## src/rtl/pipe_stage_chain.sv

```systemverilog
`timescale 1ns/1ps
// Elastic chain of STAGES valid/data registers; per-stage stall/flush, bubbles collapse toward the exit.
// Latency STAGES edges through an empty chain; o_ready drops when stage 0 cannot advance or any flush is active.
module pipe_stage_chain #(
   parameter int STAGES = 4,
   parameter int DATA_W = 32
) (
   input  logic                         i_clk,
   input  logic                         i_reset,
   input  logic                         i_valid,
   output logic                         o_ready,
   input  logic [DATA_W-1:0]            i_data,
   input  logic [STAGES-1:0]            i_stall,
   input  logic [STAGES-1:0]            i_flush,
   output logic                         o_valid,
   input  logic                         i_ready,
   output logic [DATA_W-1:0]            o_data,
   output logic [STAGES-1:0]            o_stage_valid,
   output logic [STAGES*DATA_W-1:0]     o_stage_data,
   output logic [$clog2(STAGES+1)-1:0]  o_occupancy
);

   localparam int OCC_W = $clog2(STAGES+1);

   logic [STAGES-1:0] r_valid;
   logic [DATA_W-1:0] r_data [STAGES];
   logic [OCC_W-1:0]  r_occupancy;

   logic [STAGES-1:0] w_kill;
   logic [STAGES-1:0] w_ev;
   logic [STAGES-1:0] w_move;
   logic [STAGES-1:0] w_acc;
   logic [STAGES-1:0] w_load;
   logic [STAGES-1:0] w_valid_nxt;
   logic [DATA_W-1:0] w_din [STAGES];

   // Walk from the oldest stage down so acceptance ripples toward the entry in one pass.
   always_comb begin : p_ctrl
      logic w_kill_up;
      logic w_acc_up;
      w_kill_up = 1'b0;
      w_acc_up  = i_ready;
      w_kill    = '0;
      w_ev      = '0;
      w_move    = '0;
      w_acc     = '0;
      for (int k = STAGES-1; k >= 0; k--) begin
         w_kill_up = w_kill_up | i_flush[k];
         w_kill[k] = w_kill_up;
         w_ev[k]   = r_valid[k] & ~w_kill_up;
         w_move[k] = w_ev[k] & ~i_stall[k] & w_acc_up;
         w_acc[k]  = ~r_valid[k] | w_move[k];
         w_acc_up  = w_acc[k];
      end
   end

   assign o_ready = w_acc[0] & ~(|i_flush);
   assign w_load  = {w_move[STAGES-2:0], i_valid & o_ready};

   assign w_din[0] = i_data;
   for (genvar k = 1; k < STAGES; k++) begin : g_din
      assign w_din[k] = r_data[k-1];
   end

   always_comb begin
      w_valid_nxt = r_valid;
      for (int k = 0; k < STAGES; k++) begin
         if (w_load[k]) begin
            w_valid_nxt[k] = 1'b1;
         end else if (w_kill[k] | w_move[k]) begin
            w_valid_nxt[k] = 1'b0;
         end
      end
   end

   always_ff @(posedge i_clk or negedge i_reset) begin
      if (!i_reset) begin
         r_valid     <= '0;
         r_occupancy <= '0;
         for (int k = 0; k < STAGES; k++) begin
            r_data[k] <= '0;
         end
      end else begin
         r_valid     <= w_valid_nxt;
         r_occupancy <= OCC_W'($countones(w_valid_nxt));
         for (int k = 0; k < STAGES; k++) begin
            if (w_load[k]) begin
               r_data[k] <= w_din[k];
            end
         end
      end
   end

   assign o_valid       = w_ev[STAGES-1] & ~i_stall[STAGES-1];
   assign o_data        = r_data[STAGES-1];
   assign o_stage_valid = r_valid;
   assign o_occupancy   = r_occupancy;

   for (genvar k = 0; k < STAGES; k++) begin : g_flat
      assign o_stage_data[k*DATA_W +: DATA_W] = r_data[k];
   end

   a_occ_bound : assert property (@(posedge i_clk) disable iff (!i_reset)
      r_occupancy <= OCC_W'(STAGES));
   a_no_accept_on_flush : assert property (@(posedge i_clk) disable iff (!i_reset)
      o_ready |-> ~(|i_flush));
   a_hold_output : assert property (@(posedge i_clk) disable iff (!i_reset)
      (o_valid && !i_ready) |=> $stable(o_data));

endmodule

```

## config.mk

```make
export PLATFORM = sky130hd
export DESIGN_NAME = pipe_stage_chain
export DESIGN_NICKNAME = d
export VERILOG_FILES = /design/src/rtl/pipe_stage_chain.sv
export SDC_FILE = /design/constraint.sdc
export NUM_CORES = 1
export LEC_CHECK = 0
export ABC_CLOCK_PERIOD_IN_PS = 2900
export CELL_PAD_IN_SITES_DETAIL_PLACEMENT = 2
export CELL_PAD_IN_SITES_GLOBAL_PLACEMENT = 2
export CORE_MARGIN = 8
export CORE_UTILIZATION = 29
export CTS_BUF_LIST = sky130_fd_sc_hd__clkbuf_16
export DETAILED_ROUTE_END_ITERATION = 7
export GPL_TIMING_DRIVEN = 0
export PLACE_DENSITY = 0.9
export RECOVER_POWER = 25
export SLEW_MARGIN = 20
export SYNTH_ARGS = -nofsm -noshare
export SYNTH_HDL_FRONTEND = slang
export SYNTH_SLANG_ARGS = --single-unit
export TNS_END_PERCENT = 1
```

## constraint.sdc

```tcl
create_clock -name i_clk -period 2.9 [get_ports i_clk]
set_input_delay 0.435 -clock i_clk [delete_from_list [all_inputs] [get_ports i_clk]]
set_output_delay 0.435 -clock i_clk [all_outputs]
set_load 0.005 [all_outputs]
```

==> results.md <==
* Status: complete, but fails checks
* Failing checks: max-capacitance violations, max-slew violations
* Synth top area cells: dfrtp_1 62%, mux2_2 26%, buf_4 4.8%
* Pre-Repair DR Iteration Count at 4
* Synth warn at 0
* # rows at 50
* Max FO, Critical Path at 19
* Hold slack at approximately 0.50 ns
* Final Power at around 4.8 mW
* IO Count at between 200 and 250
* PD cells at between 500 and 600 nW/um2
* Switch share at 24.3%
* Die footprint at between 20000 and 25000 um2
* Final Max Slew Viols at 69
* Reg2Reg Setup Slack at 0.20 ns
* WL/cell at about 22 um
* CTS HTree Levels at 4
* Layout cells sized above 1 at a little over a third
* Final period util at 97.4%
* Clock Skew at approximately 0.0086 ns
* Most instantiated library cell after synthesis: dfrtp_1
* Crit-path cells: clkdlybuf4s50_1 -> nor3b_2 -> o2111ai_4 -> buf_8 -> nor2_1 -> o21a_1 -> clkdlybuf4s50_1
* Initial Utilization at 29.3%
* Core Util, Final at a little under half
* CP Buf/Inv Count at 3
* Syn Nets at 390
* Uppermost layer routed: met5
* Grt ovf at 0
* Initial antenna violation count at 1
* Worst Tran Pin Value at 1.71 ns
* Cells after synthesis at 343
* #FFs+latches synth at 135
* Core area at about 19000 um2
* CP arrival at 2.39 ns
* Seq pwr share at 44.0%
* Clk buf depth at 2
* Fin nets at ~630
* Top FF cell, synth: dfrtp_1
* Worst-Skew Late Latency at 0.41 ns
* Area post-placement at around 7900 um2
* Maxcap violations at 1
* Critical Path Sink Type: primary output
* Critical path class: input pin to primary output
* FMAX at 354 MHz
* CTS tree: built
* Post-Route WL at 18600 um
* Antenna viol nets, final at 0
* Cell family with most CP delay: buffers and inverters
* Clock root cell: clkbuf_16
* Yosys top cell by area: dfrtp_1
* Ys async rst share at 100%
* EDFF count, synth at 0
* Worst hold path type: input pin to flip-flop
* Sequential area share after synthesis at 62.2%
* Worst-path clk slew at 0.06 ns
* Post-synth top area share at 62.2%
* Final instance area at 8530 um2
* Logic pwr share at between 10% and 20%
* Vias/cell at between 4 and 5
* Max VDD drop at 0.000377 V
* Vias at 3808
* Routed length on met3 at 1190 um
* Port Buffers at 212
* Final Wtd Congestion at 0.757
* Chip Width at between 150 and 200 um
* Most common cell on crit path: clkdlybuf4s50_1
* First-pass GRT wire length at 29000 um
* P&R area growth vs syn at 57.0%
* Critical Path RT at approximately 2.5 ns
* Final setup vio count at 0
* Synth Cell Area at 5430 um2
* Drt drc at 0
* Leak at around 4 nW
* Pre-CTS setup slack at -0.901 ns
* Synth top cells by count: 135 x dfrtp_1, 125 x mux2_2, 35 x buf_4
* Fin. Hold Viols at 0
* Sw Pwr at 1.16 mW
* Startpoint types: input pin
* GR Util All Layers at between 15 and 20%
* Int Power at roughly 3.6 mW
* Minimum clock period at 2.83 ns
* Met2 routed WL at 10000 um
* Vias in the first global route at roughly 4500
* Syn Area/Cell at 15.8 um2
* Clock Sinks at 135
* Iteration-0 DRC Markers at 85
* Num CTS Buffers at 17
* Worst path slowest cell: clkdlybuf4s50_1
* Largest net degree at the start of global routing at 69
* Clock share of power at approximately 46%
* Dpl hpwl at 14000 um
* Final worst slack at around 0.074 ns
* Routed length on met1 at 6930 um
* Slowest cell delay on critical path at 0.52 ns
* Distinct cell type count after synthesis at 29
* Worst slew margin relative to its limit at -14.1%
* Die Y at 153 um
* Diodes inserted at 0
registers in the layout (all words and copies together) (netlist names):
| register | cells |
|---|---|
| o_stage_valid | 4 |
| o_stage_data | 96 |
| o_occupancy | 3 |
| o_data | 32 |
timing repair:
item / CTS / global route
pin swaps: 4 / 2
hold endpoints to repair: 48 / 0
hold buffers: 1 / 0
endpoints found under the setup margin: 4 / 1
gates cloned: 0 / 0
buffers inserted: 3 / 3
resized for setup: 9 / 1
final timing paths:
| kind | end | from | cells after the start |
|---|---|---|---|
| hold reg to reg | o_stage_data[44] | o_stage_data[44] | 1 |
| hold / removal | o_stage_valid[0] | i_flush[1] | 3 |
| min in group asynchronous | o_stage_data[16] | i_reset | 2 |
| max in group asynchronous | o_stage_data[35] | i_reset | 3 |
| setup / recovery | o_ready | i_stall[3] | 7 |
| setup reg to reg | o_occupancy[1] | o_stage_valid[2] | 10 |
placed cells by master, fill, tap and decap left out, types with 3 or more instances in the layout:
master / synthesis / routed
clkdlybuf4s50_1: 0 / 208
buf_6: 3 / 4
clkbuf_16: 0 / 17
o21ai_0: 3 / 3
buf_4: 35 / 41
inv_1: 4 / 4
nand2_1: 4 / 4
dfrtp_1: 135 / 135
mux2_2: 125 / 125
mux2_1: 3 / 3
clkinvlp_4: 0 / 3
inv_6: 0 / 7
clkbuf_1: 4 / 3
kinds of logic after synthesis:
group,count (synthesis),share of synthesized area [%]
DFF,135,62.2
muxes,128,26.5
AOI/OAI and AO/OA,14,2.39
buffers and inverters,50,6.38
adders and majority gates,3,0.829
and+or+nand+nor,13,1.70
worst min-delay path: stages:
cell            delay (ns)
dlymetal6s2s_1        0.19
nor4_4                0.11
o211a_1               0.13
power by group through the flow:
| stage | clock (mW) | combinational [mW] | sequential, mW |
|---|---|---|---|
| 2_1_floorplan | 0 | 0.108 | 2.11 |
| 3_3_place_gp | 0 | 0.473 | 2.11 |
| 3_5_place_dp | 0 | 0.502 | 2.13 |
| 4_1_cts | 2.24 | 0.508 | 2.10 |
| 5_1_grt | 2.32 | 0.527 | 2.11 |
| 6_report | 2.18 | 0.489 | 2.09 |
cell type report:
cell class	instances	area [um2]
flip-flops and latches	135	3380
repair buffers	220	2180
multi-input cells	158	1730
clock inverters	15	165
fillers	1802	9990
well taps	234	293
plain buffers	45	338
clock buffers	17	425
inverters	4	15.0
metal layers:
layer,vias to the layer above,track usage (%)
li1,1661,-
met1,1974,16.7
met2,140,29.9
met3,31,5.69
met4,2,6.41
met5,-,0
per-stage QoR:
stage | cells | TNS, ns
4_1_cts | 825 | 0
3_5_place_dp | 790 | -11.10
6_report | 828 | 0
5_1_grt | 828 | -0.00488
3_3_place_gp | 789 | -530.75
2_1_floorplan | 343 | 0
(Power assumes the default switching activity.)
